**src/rtl/tt_um_uart_tx.sv**
```systemverilog
// UART transmitter (8 data bits, optional even parity, 1 stop bit) wrapped in the
// TinyTapeout user-module pinout. A tx_valid/tx_ready handshake loads one byte per frame.
module tt_um_uart_tx #(
    parameter int unsigned CLKS_PER_BIT = 16,
    parameter int unsigned PARITY_EN    = 0
) (
    input  logic       clk,
    input  logic       rst_n,
    input  logic       ena,
    input  logic [7:0] ui_in,
    input  logic [7:0] uio_in,
    output logic [7:0] uo_out,
    output logic [7:0] uio_out,
    output logic [7:0] uio_oe
);

    localparam int unsigned      CNT_W    = (CLKS_PER_BIT > 1) ? $clog2(CLKS_PER_BIT) : 1;
    localparam logic [CNT_W-1:0] CNT_LAST = CNT_W'(CLKS_PER_BIT - 1);

    typedef enum logic [2:0] {
        S_IDLE,
        S_START,
        S_DATA,
        S_PARITY,
        S_STOP
    } state_t;

    state_t           r_state;
    state_t           w_state_next;
    logic [CNT_W-1:0] r_cnt;
    logic [CNT_W-1:0] w_cnt_next;
    logic [2:0]       r_bit_idx;
    logic [2:0]       w_bit_idx_next;
    logic [7:0]       r_shift;
    logic             r_txd;
    logic             w_txd_next;
    logic             r_done;
    logic             w_done_next;
    logic             w_tx_valid;
    logic             w_tx_ready;
    logic             w_handshake;
    logic             w_bit_end;
    logic             w_unused;

    assign w_tx_valid  = uio_in[0];
    assign w_tx_ready  = (r_state == S_IDLE);
    assign w_handshake = w_tx_valid && w_tx_ready;
    assign w_bit_end   = (r_cnt == CNT_LAST);
    assign w_unused    = &{1'b0, ena, uio_in[7:1]};

    // NOTE: sequential state is updated with non-blocking assignments only, so every
    // register sees the pre-edge values of the others regardless of statement order.
    always_ff @(posedge clk or negedge rst_n) begin
        if (!rst_n) begin
            r_state   <= S_IDLE;
            r_cnt     <= '0;
            r_bit_idx <= '0;
            r_shift   <= '0;
            r_txd     <= 1'b1;
            r_done    <= 1'b0;
        end else begin
            r_state   <= w_state_next;
            r_cnt     <= w_cnt_next;
            r_bit_idx <= w_bit_idx_next;
            r_txd     <= w_txd_next;
            r_done    <= w_done_next;
            if (w_handshake) begin
                r_shift <= ui_in;
            end
        end
    end

    // NOTE: every always_comb output gets a default first, so no path leaves it
    // unassigned and no latch is inferred.
    always_comb begin
        w_state_next   = r_state;
        w_bit_idx_next = r_bit_idx;
        w_cnt_next     = w_bit_end ? '0 : r_cnt + CNT_W'(1);
        unique case (r_state)
            S_IDLE: begin
                w_cnt_next = '0;
                if (w_tx_valid) begin
                    w_state_next = S_START;
                end
            end
            S_START: begin
                if (w_bit_end) begin
                    w_state_next   = S_DATA;
                    w_bit_idx_next = '0;
                end
            end
            S_DATA: begin
                if (w_bit_end) begin
                    if (r_bit_idx == 3'd7) begin
                        w_state_next = (PARITY_EN != 0) ? S_PARITY : S_STOP;
                    end else begin
                        w_bit_idx_next = r_bit_idx + 3'd1;
                    end
                end
            end
            S_PARITY: begin
                if (w_bit_end) begin
                    w_state_next = S_STOP;
                end
            end
            S_STOP: begin
                if (w_bit_end) begin
                    w_state_next = S_IDLE;
                end
            end
            default: w_state_next = S_IDLE;
        endcase
    end

    // txd is registered from the next state so the line level lines up with the state.
    always_comb begin
        w_txd_next  = 1'b1;
        w_done_next = (r_state == S_STOP) && w_bit_end;
        unique case (w_state_next)
            S_IDLE:   w_txd_next = 1'b1;
            S_START:  w_txd_next = 1'b0;
            S_DATA:   w_txd_next = r_shift[w_bit_idx_next];
            S_PARITY: w_txd_next = ^r_shift;
            S_STOP:   w_txd_next = 1'b1;
            default:  w_txd_next = 1'b1;
        endcase

        uo_out  = {5'b0, r_done, ~w_tx_ready, r_txd};
        uio_out = {6'b0, w_tx_ready, 1'b0};
        uio_oe  = 8'b1111_1110;
    end

endmodule

```
**config.mk**
```make
export PLATFORM = sky130hd
export DESIGN_NAME = tt_um_uart_tx
export DESIGN_NICKNAME = d
export VERILOG_FILES = /design/src/rtl/tt_um_uart_tx.sv
export SDC_FILE = /design/constraint.sdc
export NUM_CORES = 1
export LEC_CHECK = 0
export CAP_MARGIN = 15
export CORE_ASPECT_RATIO = 1.2
export CORE_MARGIN = 2
export CORE_UTILIZATION = 40
export DETAILED_ROUTE_END_ITERATION = 12
export HOLD_SLACK_MARGIN = 0.03
export PLACE_DENSITY = 0.73
export SETUP_SLACK_MARGIN = 0.15
export SYNTH_ARGS = -nofsm -noshare
export SYNTH_HDL_FRONTEND = slang
export SYNTH_SLANG_ARGS = --single-unit
```
**constraint.sdc**
```tcl
create_clock -name clk -period 6.4 [get_ports clk]
set_input_delay 1.28 -clock clk [delete_from_list [all_inputs] [get_ports clk]]
set_output_delay 1.28 -clock clk [all_outputs]
set_load 0.05 [all_outputs]
```
# After elaboration in Yosys (flattened, before gate mapping)
# Index checks and enable logic that the tools add are counted.
# totals
register_bits,20
latchBits,0
mem_bits_rw,0
rom_bits,0
out_inout_bits,24
word_cells,39
n_memories,0
# classes
add_sub_neg,2
n_mul,0
div,0
order_cmp,1
n_eq_ne,9
shifts,0
muxes,16
n_bitwise,1
reduce_logical,4
# ops
op,count
3-bit 2-to-1 mux,9
3-bit one-hot mux with 5 select lines,1
3-bit by 2-bit == test with 1-bit output (second input constant),4
4-bit 2-to-1 mux,2
8-bit XOR reduction,1
3-bit by 1-bit == test with 1-bit output (second input constant),2
3-bit == test (second input constant),2
3-bit one-hot mux with 2 select lines,1
4-bit by 1-bit adder with 4-bit output (second input constant),1
4-bit == test (second input constant),1
3-bit by 4-bit less-than comparator with 1-bit output (second input constant),1
3-bit by 1-bit adder with 3-bit output (second input constant),1
1-bit binary-select mux with 3-bit select,1
3-bit logical NOT,1
1-bit one-hot mux with 3 select lines,1
1-bit logical AND,2
1-bit 2-to-1 mux,1
1-bit inverter,1

# Longest topological paths before layout
# depth
word_depth,7
mapped_depth,8

# Worst setup path before layout
# No wires, ideal clock.
# synth_timing
path_kind,register -> output
start,register r_state[0]
end,output uo_out[1]
arrival_ns,1.306
required_ns,5.120
setup_slack_ns,3.814
stages_incl_launch_ff,4
path_buffers,1
cell_sequence,dfrtp_1 -> buf_2 -> nor3_1 -> inv_1
# synth_via
elab_chain_cells,2
# synth_lines
element,line,text
from (decl),28,state_t r_state;
from (signal assigned),62,r_state <= w_state_next;
3-bit logical NOT,46,assign w_tx_ready = (r_state == S_IDLE);
named net w_tx_ready,40,logic w_tx_ready;
1-bit inverter,128,"uo_out = {5'b0, r_done, ~w_tx_ready, r_txd};"
to (decl),12,"output logic [7:0] uo_out,"
# The timed path passes the listed nets, and every way through them passes these cells.

# Final worst setup path
# layout_timing
start,register r_state[1]
end,output uio_out[1]
# layout_via
elab_chain_cells,1
# layout_lines
element,line,text
3-bit logical NOT,46,
to (decl),13,"output logic [7:0] uio_out,"
# No other way between the ends.

==> run_results.csv <==
group,metric,value,unit
pwr,worst_ir_drop_vdd,0.3063,mV
yosys,synthDistinctLibCells,41,
clock_tree,h-tree-depth,1,
sta,finalSetupViolations,0,
detailed_routing,wl_met1,879,um
cells_and_area,fillCellCount,314,
detailed_routing,drt-initial-drc-count,20,
yosys,avgSynthCellArea,10.05,um2
yosys,synth_top_area_share,0.3612,
global_routing,grt_max_degree,21,
floorplan,core,3110,um2
status,status,"completed",
job,drv_cap,0,
cells_and_area,final_nets,159,
detailed_routing,vias,902,
yosys,synth_area,1316,um2
clock_tree,cts_sinks,20,
clock_tree,cts_tree,"yes",
global_routing,overflow,0,
global_routing,grt_pass1_wl,3677,um
detailed_routing,ant_nets,0,
detailed_routing,via_per_inst,5.214,
floorplan,die_x,56.37,um
worst_hold_path,hold_path.class,"flip-flop to flip-flop",
clock_tree,clock_path_buffers,2,
clock_tree,holdBufCountCts,0,
yosys,synthArstFlopShare,1.000,
yosys,yosysSeqAreaShare,0.3812,
clock_tree,cts_setup_buffers,0,
critical_path,crit_arrival,2.34,ns
yosys,synthTopCellsByArea,"dfrtp_1 (36%), buf_4 (13%), mux2_2 (6.8%), xnor2_1 (5.3%), mux2i_1 (3.8%)",
cells_and_area,final_common_cell,"conb_1",
pwr,power_density,484.9,nW/um2
sta,hold_viol_final,0,
critical_path,cp-start-kind,"flip-flop",
cells_and_area,multi_input_area,634.4,um2
yosys,ys_warn_count,0,
clock_tree,cts-root-buf,"clkbuf_4",
placement,numPortBuffers,14,
floorplan,placement_rows,22,
global_routing,grt_pass1_vias,830,
global_routing,grt_use_total,0.1302,
sta,worst_slew_pin_slew,0.8718,ns
sta,rsz0062_at_grt,"no",
sta,fin_crit_sh,0.5657,
critical_path,crit_fanout,11,
clock_tree,clock_latency,0.30,ns
global_routing,antenna_found_initial,0,
sta,worst_slack,2.780,ns
detailed_routing,highest_layer,"met4",
sta,tns,0,ns
placement,gp_congestion,0.8783,
cells_and_area,area_delta_synth_final,4.848,%
floorplan,die_h,66.84,um
sta,fmax,276.2,MHz
floorplan,ios,43,
detailed_routing,drt_wl_total,2212,um
detailed_routing,first_pass_iters,4,
yosys,synthFlopType,"dfrtp_1",
sta,slew_headroom,0.4170,
floorplan,start_util,0.4232,
sta,hold_slack,0.4929,ns
detailed_routing,drc,0,
cells_and_area,final_cell_mix,"conb_1 (20), dfrtp_1 (19), clkdlybuf4s50_1 (14), xnor2_1 (8), mux2_2 (8)",
clock_tree,cts_buffers,3,
yosys,synth_area_leader_cell,"dfrtp_1",
critical_path,critical_path_class,"flip-flop to output port",
yosys,synth_seq_cells,20,
placement,dp_hpwl,1717,um
cells_and_area,regArea,501.7,um2
critical_path,required,5.12,ns
cells_and_area,drive_above_1_share,0.1460,
yosys,netlist_instances,131,
pwr,power_leakage,0.6075,nW
clock_tree,cts_resized,0,
detailed_routing,wire_per_inst,12.79,um
detailed_routing,wl_met3,113,um
critical_path,end_kind,"output port",
floorplan,die-area,3767,um2
sta,finClkSkew,0.002819,ns
detailed_routing,wl_met2,1181,um
yosys,synth_edf_count,0,
cells_and_area,n_antenna_cell,0,
clock_tree,path_clk_slew,0.11,ns
placement,pre_cts_ws,3.107,ns
sta,slew_viol_final,0,
sta,period_minus_slack,3.620,ns
## logic make-up after synthesis
family | share of synthesized area
buffers and inverters | 0.1882
flip-flops | 0.3812
AO/OA/AOI/OAI | 0.1198
multiplexers | 0.1065
AND/OR/NAND/NOR | 0.1198
XOR/XNOR | 0.05989
other | 0.005706
adder cells (fa/ha/maj) | 0.01901
## cells in the mapped netlist (all sizes together) (2+ instances only)
| master | n |
|---|---|
| and3 | 3 |
| inv | 6 |
| a21oi | 4 |
| xnor2 | 8 |
| nand3 | 2 |
| nand2 | 4 |
| mux2 | 8 |
| mux2i | 5 |
| a22oi | 2 |
| buf | 29 |
| o21ai | 3 |
| o22ai | 2 |
| nor2 | 4 |
| a31oi | 2 |
| ha | 2 |
| dfrtp | 19 |
| o41ai | 2 |
| or3 | 2 |
| nor2b | 2 |
| nor3 | 4 |
| conb | 2 |
## registers in the layout, indices dropped and copies added (netlist names)
signal and count:
r_shift 8, r_state 3, r_cnt 4, r_bit_idx 3, r_done 1, r_txd 1
## layer usage
layer  up-vias  GRT usage
li1        417          -
met1       439     0.1404
met2        39     0.2485
met3         7    0.02330
met4         0    0.05357
met5         -          0
## critical path, stage by stage, from the launching register on
cell and delay (ns):
dfrtp_1 0.51, nor3_1 0.58, clkdlybuf4s50_1 0.94
## per-stage QoR
stage          std cells  cell area, um2    util  power [mW]
3_5_place_dp         169            1344  0.4320      0.6002
2_1_floorplan        149            1384       -      0.5585
4_1_cts              173            1380  0.4437      0.6729
6_report             173            1380  0.4437      0.6693
5_1_grt              173            1380  0.4437      0.7206
3_3_place_gp         169            1344  0.4320      0.5842
## final cells by class
cell class,count,share of cell area
Multi-Input combinational cell,93,0.4597
Sequential cell,20,0.3636
Timing Repair Buffer,14,0.1015
Tap cell,36,0.03264
Clock buffer,4,0.02629
Inverter,6,0.01632
## where the power goes
part | switching, mW | leakage, nW | internal [mW]
logic | 0.182 | 0.340 | 0.173
registers | 0.0587 | 0.247 | 0.182
clock network | 0.0391 | 0.0210 | 0.0347
total | 0.280 | 0.607 | 0.389
## path summary, 6_finish.rpt
check / from / slack, ns / to / depth (start not counted)
setup reg to reg: r_cnt[0] / 4.01 / r_txd / 7
setup / recovery: r_state[1] / 2.78 / uio_out[1] / 2
hold reg to reg: r_cnt[0] / 0.49 / r_cnt[0] / 1
max in group asynchronous: rst_n / 4.41 / r_cnt[2] / 1
hold / removal: r_cnt[0] / 0.49 / r_cnt[0] / 1
min in group asynchronous: rst_n / 1.46 / r_shift[6] / 1
Power figures use the tool's default switching activity.
